**src/rtl/data_memory_port_pkg.sv**
```systemverilog
// Shared definitions for the data-side memory port.
//   dataPortState_ : transaction FSM states (IDLE, REQUEST, WAIT, HOLD)
//   BE_WORD        : byte-enable pattern used for every load (full word)
package pack;

    typedef enum logic [1:0] {
        IDLE    = 2'd0,
        REQUEST = 2'd1,
        WAIT    = 2'd2,
        HOLD    = 2'd3
    } dataPortState_;

    localparam logic [3:0] BE_WORD = 4'b1111;

endpackage

```
**src/rtl/data_memory_port.sv**
```systemverilog
// data_memory_port: bridges the Memory stage to the data-side bus.
// One transaction is in flight at a time. A load or store request from
// Memory is captured, presented on the bus until accepted, and its
// response is turned into either a held load result or a one-cycle store
// completion pulse. A watchdog synthesizes an error response when the bus
// stays silent for TIMEOUT_CYCLES cycles in WAIT (0 disables it).
//
// Bus request handshake: busRequestValid rises when a captured request is
// ready and stays high, with busWrite/busAddress/busWriteData/busByteEnable
// unchanged, until the cycle in which busRequestReady is also high; that
// cycle is the transfer. Responses are single-cycle busResponseValid
// strobes and are only looked at while waiting for one.
//
// Ports:
//   clock, reset                 clock; synchronous active-high reset
//   loadRequest, storeValid      requests from Memory (store has priority)
//   address, storeData,
//   storeByteEnable              request payload from Memory
//   flush, advance               pipeline control from Memory/Writeback
//   loadData, loadDataValid,
//   loadFault                    held load result (until advance/flush)
//   storeComplete, storeFault    one-cycle store completion pulse
//   busRequest*, busWrite,
//   busAddress, busWriteData,
//   busByteEnable                bus request channel
//   busResponse*                 bus response channel
import pack::*;

module data_memory_port #(
    parameter int unsigned TIMEOUT_CYCLES = 255
) (
    input  logic        clock,
    input  logic        reset,
    input  logic        loadRequest,
    input  logic        storeValid,
    input  logic [31:0] address,
    input  logic [31:0] storeData,
    input  logic [3:0]  storeByteEnable,
    input  logic        flush,
    input  logic        advance,
    output logic [31:0] loadData,
    output logic        loadDataValid,
    output logic        loadFault,
    output logic        storeComplete,
    output logic        storeFault,
    output logic        busRequestValid,
    input  logic        busRequestReady,
    output logic        busWrite,
    output logic [31:0] busAddress,
    output logic [31:0] busWriteData,
    output logic [3:0]  busByteEnable,
    input  logic        busResponseValid,
    input  logic [31:0] busResponseData,
    input  logic        busResponseError
);

    dataPortState_ state;
    dataPortState_ state_next;

    logic        kill;
    logic [31:0] timer;

    logic start_store;
    logic start_load;
    logic timed_out;
    logic response_seen;
    logic response_error;
    logic kill_now;

    // While storeComplete is high Memory has not yet dropped storeValid;
    // ignoring it for that cycle keeps the finished store from reissuing.
    assign start_store    = storeValid & ~storeComplete;
    assign start_load     = ~storeValid & loadRequest & ~flush;

    assign timed_out      = (TIMEOUT_CYCLES != 0) && (timer == TIMEOUT_CYCLES - 1);
    assign response_seen  = busResponseValid | timed_out;
    // A real response in the same cycle as the timeout wins.
    assign response_error = busResponseValid ? busResponseError : 1'b1;
    // A flush arriving with the response still kills a load.
    assign kill_now       = kill | (flush & ~busWrite);

    assign busRequestValid = (state == REQUEST);

    always_ff @(posedge clock) begin
        if (reset) state <= IDLE;
        else       state <= state_next;
    end

    always_comb begin
        state_next = state;
        case (state)
            IDLE:    if (start_store || start_load) state_next = REQUEST;
            REQUEST: if (busRequestReady) state_next = WAIT;
            WAIT: begin
                if (response_seen) begin
                    if (busWrite || kill_now) state_next = IDLE;
                    else                      state_next = HOLD;
                end
            end
            HOLD:    if (advance || flush) state_next = IDLE;
            default: state_next = IDLE;
        endcase
    end

    always_ff @(posedge clock) begin
        if (reset) begin
            kill          <= 1'b0;
            timer         <= '0;
            loadData      <= '0;
            loadDataValid <= 1'b0;
            loadFault     <= 1'b0;
            storeComplete <= 1'b0;
            storeFault    <= 1'b0;
            busWrite      <= 1'b0;
            busAddress    <= '0;
            busWriteData  <= '0;
            busByteEnable <= '0;
        end else begin
            storeComplete <= 1'b0;
            storeFault    <= 1'b0;
            case (state)
                IDLE: begin
                    if (start_store) begin
                        busWrite      <= 1'b1;
                        busAddress    <= address & ~32'h3;
                        busWriteData  <= storeData;
                        busByteEnable <= storeByteEnable;
                    end else if (start_load) begin
                        busWrite      <= 1'b0;
                        busAddress    <= address & ~32'h3;
                        busWriteData  <= '0;
                        busByteEnable <= BE_WORD;
                    end
                end
                REQUEST: begin
                    if (flush && !busWrite) kill <= 1'b1;
                    if (busRequestReady)    timer <= '0;
                end
                WAIT: begin
                    timer <= timer + 32'd1;
                    if (flush && !busWrite) kill <= 1'b1;
                    if (response_seen) begin
                        if (busWrite) begin
                            storeComplete <= 1'b1;
                            storeFault    <= response_error;
                        end else if (!kill_now) begin
                            loadData      <= response_error ? 32'h0 : busResponseData;
                            loadFault     <= response_error;
                            loadDataValid <= 1'b1;
                        end
                    end
                end
                HOLD: begin
                    if (advance || flush) loadDataValid <= 1'b0;
                end
                default: ;
            endcase
            if (state_next == IDLE) kill <= 1'b0;
        end
    end

endmodule

```
**config.mk**
```make
export PLATFORM = sky130hd
export DESIGN_NAME = data_memory_port
export DESIGN_NICKNAME = d
export VERILOG_FILES = /design/src/rtl/data_memory_port_pkg.sv /design/src/rtl/data_memory_port.sv
export SDC_FILE = /design/constraint.sdc
export NUM_CORES = 1
export LEC_CHECK = 0
export CAP_MARGIN = 20
export CELL_PAD_IN_SITES_DETAIL_PLACEMENT = 1
export CELL_PAD_IN_SITES_GLOBAL_PLACEMENT = 1
export CORE_ASPECT_RATIO = 0.5
export CORE_UTILIZATION = 30
export CTS_BUF_LIST = sky130_fd_sc_hd__clkbuf_8
export DETAILED_ROUTE_END_ITERATION = 10
export PLACE_DENSITY_LB_ADDON = 0.1
export SETUP_SLACK_MARGIN = 0.2
export SLEW_MARGIN = 20
export SYNTH_ARGS = -nofsm -noshare
export SYNTH_HDL_FRONTEND = slang
export SYNTH_SLANG_ARGS = --single-unit
```
**constraint.sdc**
```tcl
create_clock -name clock -period 2.8 [get_ports clock]
set_input_delay 0.56 -clock clock [delete_from_list [all_inputs] [get_ports clock]]
set_output_delay 0.56 -clock clock [all_outputs]
set_load 0.02 [all_outputs]
```
Word level (Yosys, flattened, before mapping)
Index checks and enable logic that the tools add are counted.
{"block": "totals", "inputBits": 109, "regBits": 140, "elab_cells": 78}
{"block": "classes", "mux": 24, "eq_ne": 9, "bitwise": 13, "n_reduce_logical": 19, "add_sub_neg": 1}
{"cell": "two-way mux 32 bit", "n": 6}
{"cell": "one-hot mux 32 bit (2 select lines)", "n": 1}
{"cell": "adder 32 x 1 -> 32 bit (second input constant)", "n": 1}
{"cell": "== test 32 x 8 -> 1 bit (second input constant)", "n": 1}
{"cell": "two-way mux 2 bit", "n": 5}
{"cell": "two-way mux 1 bit", "n": 8}
{"cell": "two-way mux 4 bit", "n": 2}
{"cell": "!= test 2 bit (second input constant)", "n": 4}
{"cell": "one-hot mux 2 bit (4 select lines)", "n": 1}
{"cell": "inverter 1 bit", "n": 7}
{"cell": "AND reduction 2 bit", "n": 3}
{"cell": "nonzero test 2 bit", "n": 3}
{"cell": "AND reduction 5 bit", "n": 1}
{"cell": "bitwise AND 1 bit", "n": 4}
{"cell": "== test 2 bit (second input constant)", "n": 2}
{"cell": "logical NOT 2 bit", "n": 2}
{"cell": "AND reduction 4 bit", "n": 1}
{"cell": "OR reduction 2 bit", "n": 2}
{"cell": "OR reduction 4 bit", "n": 1}
{"cell": "logical OR 1 bit", "n": 3}
{"cell": "OR reduction 3 bit", "n": 1}
{"cell": "== test 2 x 1 -> 1 bit (second input constant)", "n": 1}
{"cell": "!= test 2 x 1 -> 1 bit (second input constant)", "n": 1}
{"cell": "bitwise OR 1 bit", "n": 2}
{"cell": "3 further kinds", "n": 3}

Depth between registers and ports, before layout
{"block": "depth", "word_depth": 9, "depth_mapped": 9, "depth_no_buf": 7}

Least setup slack after synthesis
No wires, ideal clock.
{"block": "synth_timing", "kind": "flip-flop to flip-flop", "startpoint": "register state[1]", "endpoint": "register timer[31]", "synth_period_minus_slack_ns": 2.330, "path_stages_with_launch": 9, "t_arrival_ns": 2.261, "path_slack_ns": 0.470, "n_path_buf": 1, "setup_time_ns": 0.070, "path_cell_list": "dfxtp_1 inv_1 ha_1 buf_6 mux2i_2 nor4b_4 nand4_4 or3_1 a21oi_1"}
{"block": "synth_via", "elab_chain_len": 3}
{"item": "start, declared", "line": "data_memory_port.sv:57", "text": "dataPortState_ state;"}
{"item": "start signal, assigned", "line": "data_memory_port.sv:86", "text": "else state <= state_next;"}
{"item": "== test 2 x 1 -> 1 bit *"}
{"item": "net busRequestValid", "line": "data_memory_port.sv:46", "text": "output logic busRequestValid,"}
{"item": "!= test 2 x 1 -> 1 bit (no line) or nonzero test 2 bit (tied branches)"}
{"item": "AND reduction 2 bit (no line)"}
{"item": "end signal, assigned", "line": "data_memory_port.sv:140", "text": "timer <= timer + 32'd1;"}
{"item": "end, declared", "line": "data_memory_port.sv:61", "text": "logic [31:0] timer;"}
Mark *: on every way through the listed nets, which the timed path passes. The rest lies on a longest branch.
A chain may end at the register's enable or synchronous reset.

Worst setup path after layout
{"block": "layout_timing", "startpoint": "register state[1]", "endpoint": "output port busRequestValid"}
{"block": "layout_via", "elab_chain_len": 1}
{"item": "== test 2 x 1 -> 1 bit", "line": "data_memory_port.sv:82", "text": "assign busRequestValid = (state == REQUEST);"}
{"item": "end, declared", "line": "data_memory_port.sv:46"}
No other way between the ends.

==> qor.yml <==
synthesis:
  synthXorXnorAreaFrac_pct: 3.496
  synth_edf_count: 0
  synthMuxAreaShare_pct: 0.6659
  netlist_area_um2: 5261
  synth_cells: 552
  synth_top_family_by_area: "simple AND/OR/NAND/NOR gates"
  synth_flop_cell: "dfxtp_1"
  yosysUniqueCellTypes: 55
  synthArstFlopShare_pct: 0
  synth_warnings: 0
  synth-compound-area-share_pct: 18.17
  synth.avg_cell_area_um2: 9.531
  synthAdderAreaFrac_pct: 1.665
  synth-simple-area-share_pct: 19.60
  ys_ff_latch: 138
  synth_seq_area_share_pct: 52.51
grt:
  overflow: 0
  grt_pass1_vias: 4871
  track_usage_pct: 18.79
  antenna_found_initial: 0
  grt_max_degree: 34
  grt_first_pass_wirelength_um: 25980
clock_network:
  htreeDepth: 4
  cts_buffer_depth: 2
  clock-root-buffer: "clkbuf_8"
  cts_inserted_buffers: 17
  clk_pin_slew_ns: 0.08
  tritoncts: "built"
  clk_latency_ns: 0.44
  cts_setup_buffers: 0
  cts_sinks: 138
critical_path:
  crit_arrival_ns: 1.87
  timing_worst_setup_path_type: "register to primary output"
  cp_data_required_time_ns: 2.24
  startpoint_type: "register"
  critPathMaxFanout: 9
  critPathCaptureType: "primary output"
detailed_routing:
  drt_iter0_markers: 175
  routed_wl_um: 16950
  drt_pass1_iterations: 4
  ant_nets: 0
  wl_per_cell_um: 16.91
  drc_errors: 0
  num_vias: 4806
  via_per_inst: 4.796
timing:
  holdWs_ns: 0.4595
  fin_setup_tns_ns: 0
  fin_crit_ns: 2.425
  period_share_pct: 86.62
  final_max_slew_viol_count: 0
  fin_skew_ns: 0.01666
  rsz0062_at_grt: "false"
  clock.fmax_mhz: 412.3
  relSlewSlack_pct: 53.17
  setup_viol: 0
  finalHoldViolCount: 0
  tightest_slew_ns: 0.7024
placement:
  place_area_um2: 7607
  gp_congestion: 0.7688
  dpl.hpwl_um: 12290
  dp_cells: 970
  port_buffers: 210
floorplanning:
  die_h_um: 95.64
  rows: 33
  dieArea_um2: 18100
  dieWidth_um: 189.3
  start_util_pct: 31.39
  io_pins: 215
  fp.coreArea_um2: 16760
finish:
  seq_area_um2: 2763
  multi_input_area_um2: 2318
  finalNonFillerCells: 1002
  drive_gt1_share_pct: 8.774
  nets: 878
  layout-area-overhead-vs-synth_pct: 52.03
  final_area_um2: 7999
  nFillCells: 1903
  antenna_cells: 0
power:
  p_leak_nw: 2.945
  ir_drop_v: 0.0003616
  powerDensity_nw_per_um2: 708.0
hold_path:
  hold_path.class: "register to register"
job:
  cap_violations: 0
outcome:
  status: "complete, no violations"
critical path, cell delays in order, from the launching register on:
cell and delay (ns):
dfxtp_1 0.37, inv_1 0.12, ha_2 0.30, clkdlybuf4s50_1 0.64
report_power, final:
part / switching, mW / internal (mW) / total [mW]
sequential: 0.149 / 2.19 / 2.34
combinational: 0.931 / 0.786 / 1.72
clock: 0.825 / 0.783 / 1.61
per-layer routing:
metal  track usage, %  vias to the layer above  part of all wire [%]  wire length [um]
met5                0                        -                     0                 0
met4            5.309                        0                  0.73               124
met3            8.208                       12                   7.0              1191
met2            32.32                       95                    50              8444
met1            21.36                     2323                    42              7186
li1                 -                     2376                     -                 -
cells in the final DEF (no fill, tap or decap), drive strengths merged, types with 8 or more instances in the layout:
| master | instances |
|---|---|
| nand3 | 13 |
| buf | 15 |
| a22o | 63 |
| xor2 | 13 |
| nand2 | 80 |
| xnor2 | 8 |
| inv | 13 |
| nand4 | 14 |
| dfxtp | 138 |
| clkdlybuf4s50 | 209 |
| nor2 | 42 |
| nor4 | 10 |
| clkbuf | 20 |
| or3 | 8 |
| a21oi | 44 |
| o21ai | 11 |
per-stage QoR:
stage	setup slack (ns)	total power [mW]	utilization (%)
6_report	0.3748	5.663	47.72
5_1_grt	0.2732	5.989	47.72
4_1_cts	0.2282	5.742	47.70
3_5_place_dp	0.2216	4.109	45.38
3_3_place_gp	0.3108	4.084	45.38
2_1_floorplan	0.4697	3.291	-
cell families after synthesis:
kind of cell    count (synthesis)
other cells                     1
compound gates                134
simple gates                  206
mux                             3
fa+ha+maj                       7
xor+xnor                       21
flops                         138
buf+inv                        42
what timing repair did:
| action | 4_1_cts | 5_1_grt |
|---|---|---|
| endpoints found under the setup margin | 0 | 1 |
| hold buffers | 0 | 0 |
| gates resized for setup | 0 | 1 |
cell usage after synthesis (3+ instances only):
master / number / area [um2]
nor2_1: 42 / 157.7
ha_1: 7 / 87.58
clkbuf_1: 26 / 97.59
a21oi_1: 44 / 220.2
and2_1: 4 / 25.02
nand2_1: 80 / 300.3
a22o_1: 63 / 551.8
xnor2_1: 8 / 70.07
dfxtp_1: 138 / 2763
xor2_1: 13 / 113.9
nor2b_1: 5 / 31.28
nor4_1: 10 / 62.56
inv_1: 8 / 30.03
or3_1: 8 / 50.05
nor3_1: 7 / 35.03
and3_2: 5 / 37.54
and4_1: 3 / 26.28
nand3_1: 13 / 65.06
nand4_1: 13 / 81.33
o21ai_0: 11 / 55.05
state kept, by name, summed over array words and instances (netlist names):
name,count
busWrite,1
kill,1
loadData,32
state,2
storeFault,1
busAddress,30
loadFault,1
storeComplete,1
timer,32
busByteEnable,4
loadDataValid,1
busWriteData,32
final timing paths:
path / cells after the start / slack (ns) / startpoint / end
worst max-delay path: 3 / 0.37 / state[1] / busRequestValid
worst min-delay path: 2 / 0.46 / busAddress[12] / busAddress[12]
worst max register to register: 7 / 0.51 / state[1] / timer[26]
worst min register to register: 2 / 0.46 / busAddress[12] / busAddress[12]
final cells by class:
| cell class | count | share of cell area, % |
|---|---|---|
| clock buffers | 20 | 3.441 |
| repair buffers | 224 | 27.69 |
| well taps | 227 | 3.551 |
| flip-flops and latches | 138 | 34.54 |
| clock inverters | 12 | 1.423 |
| inverters | 8 | 0.3754 |
| multi-input cells | 373 | 28.98 |
(Power assumes the default switching activity.)
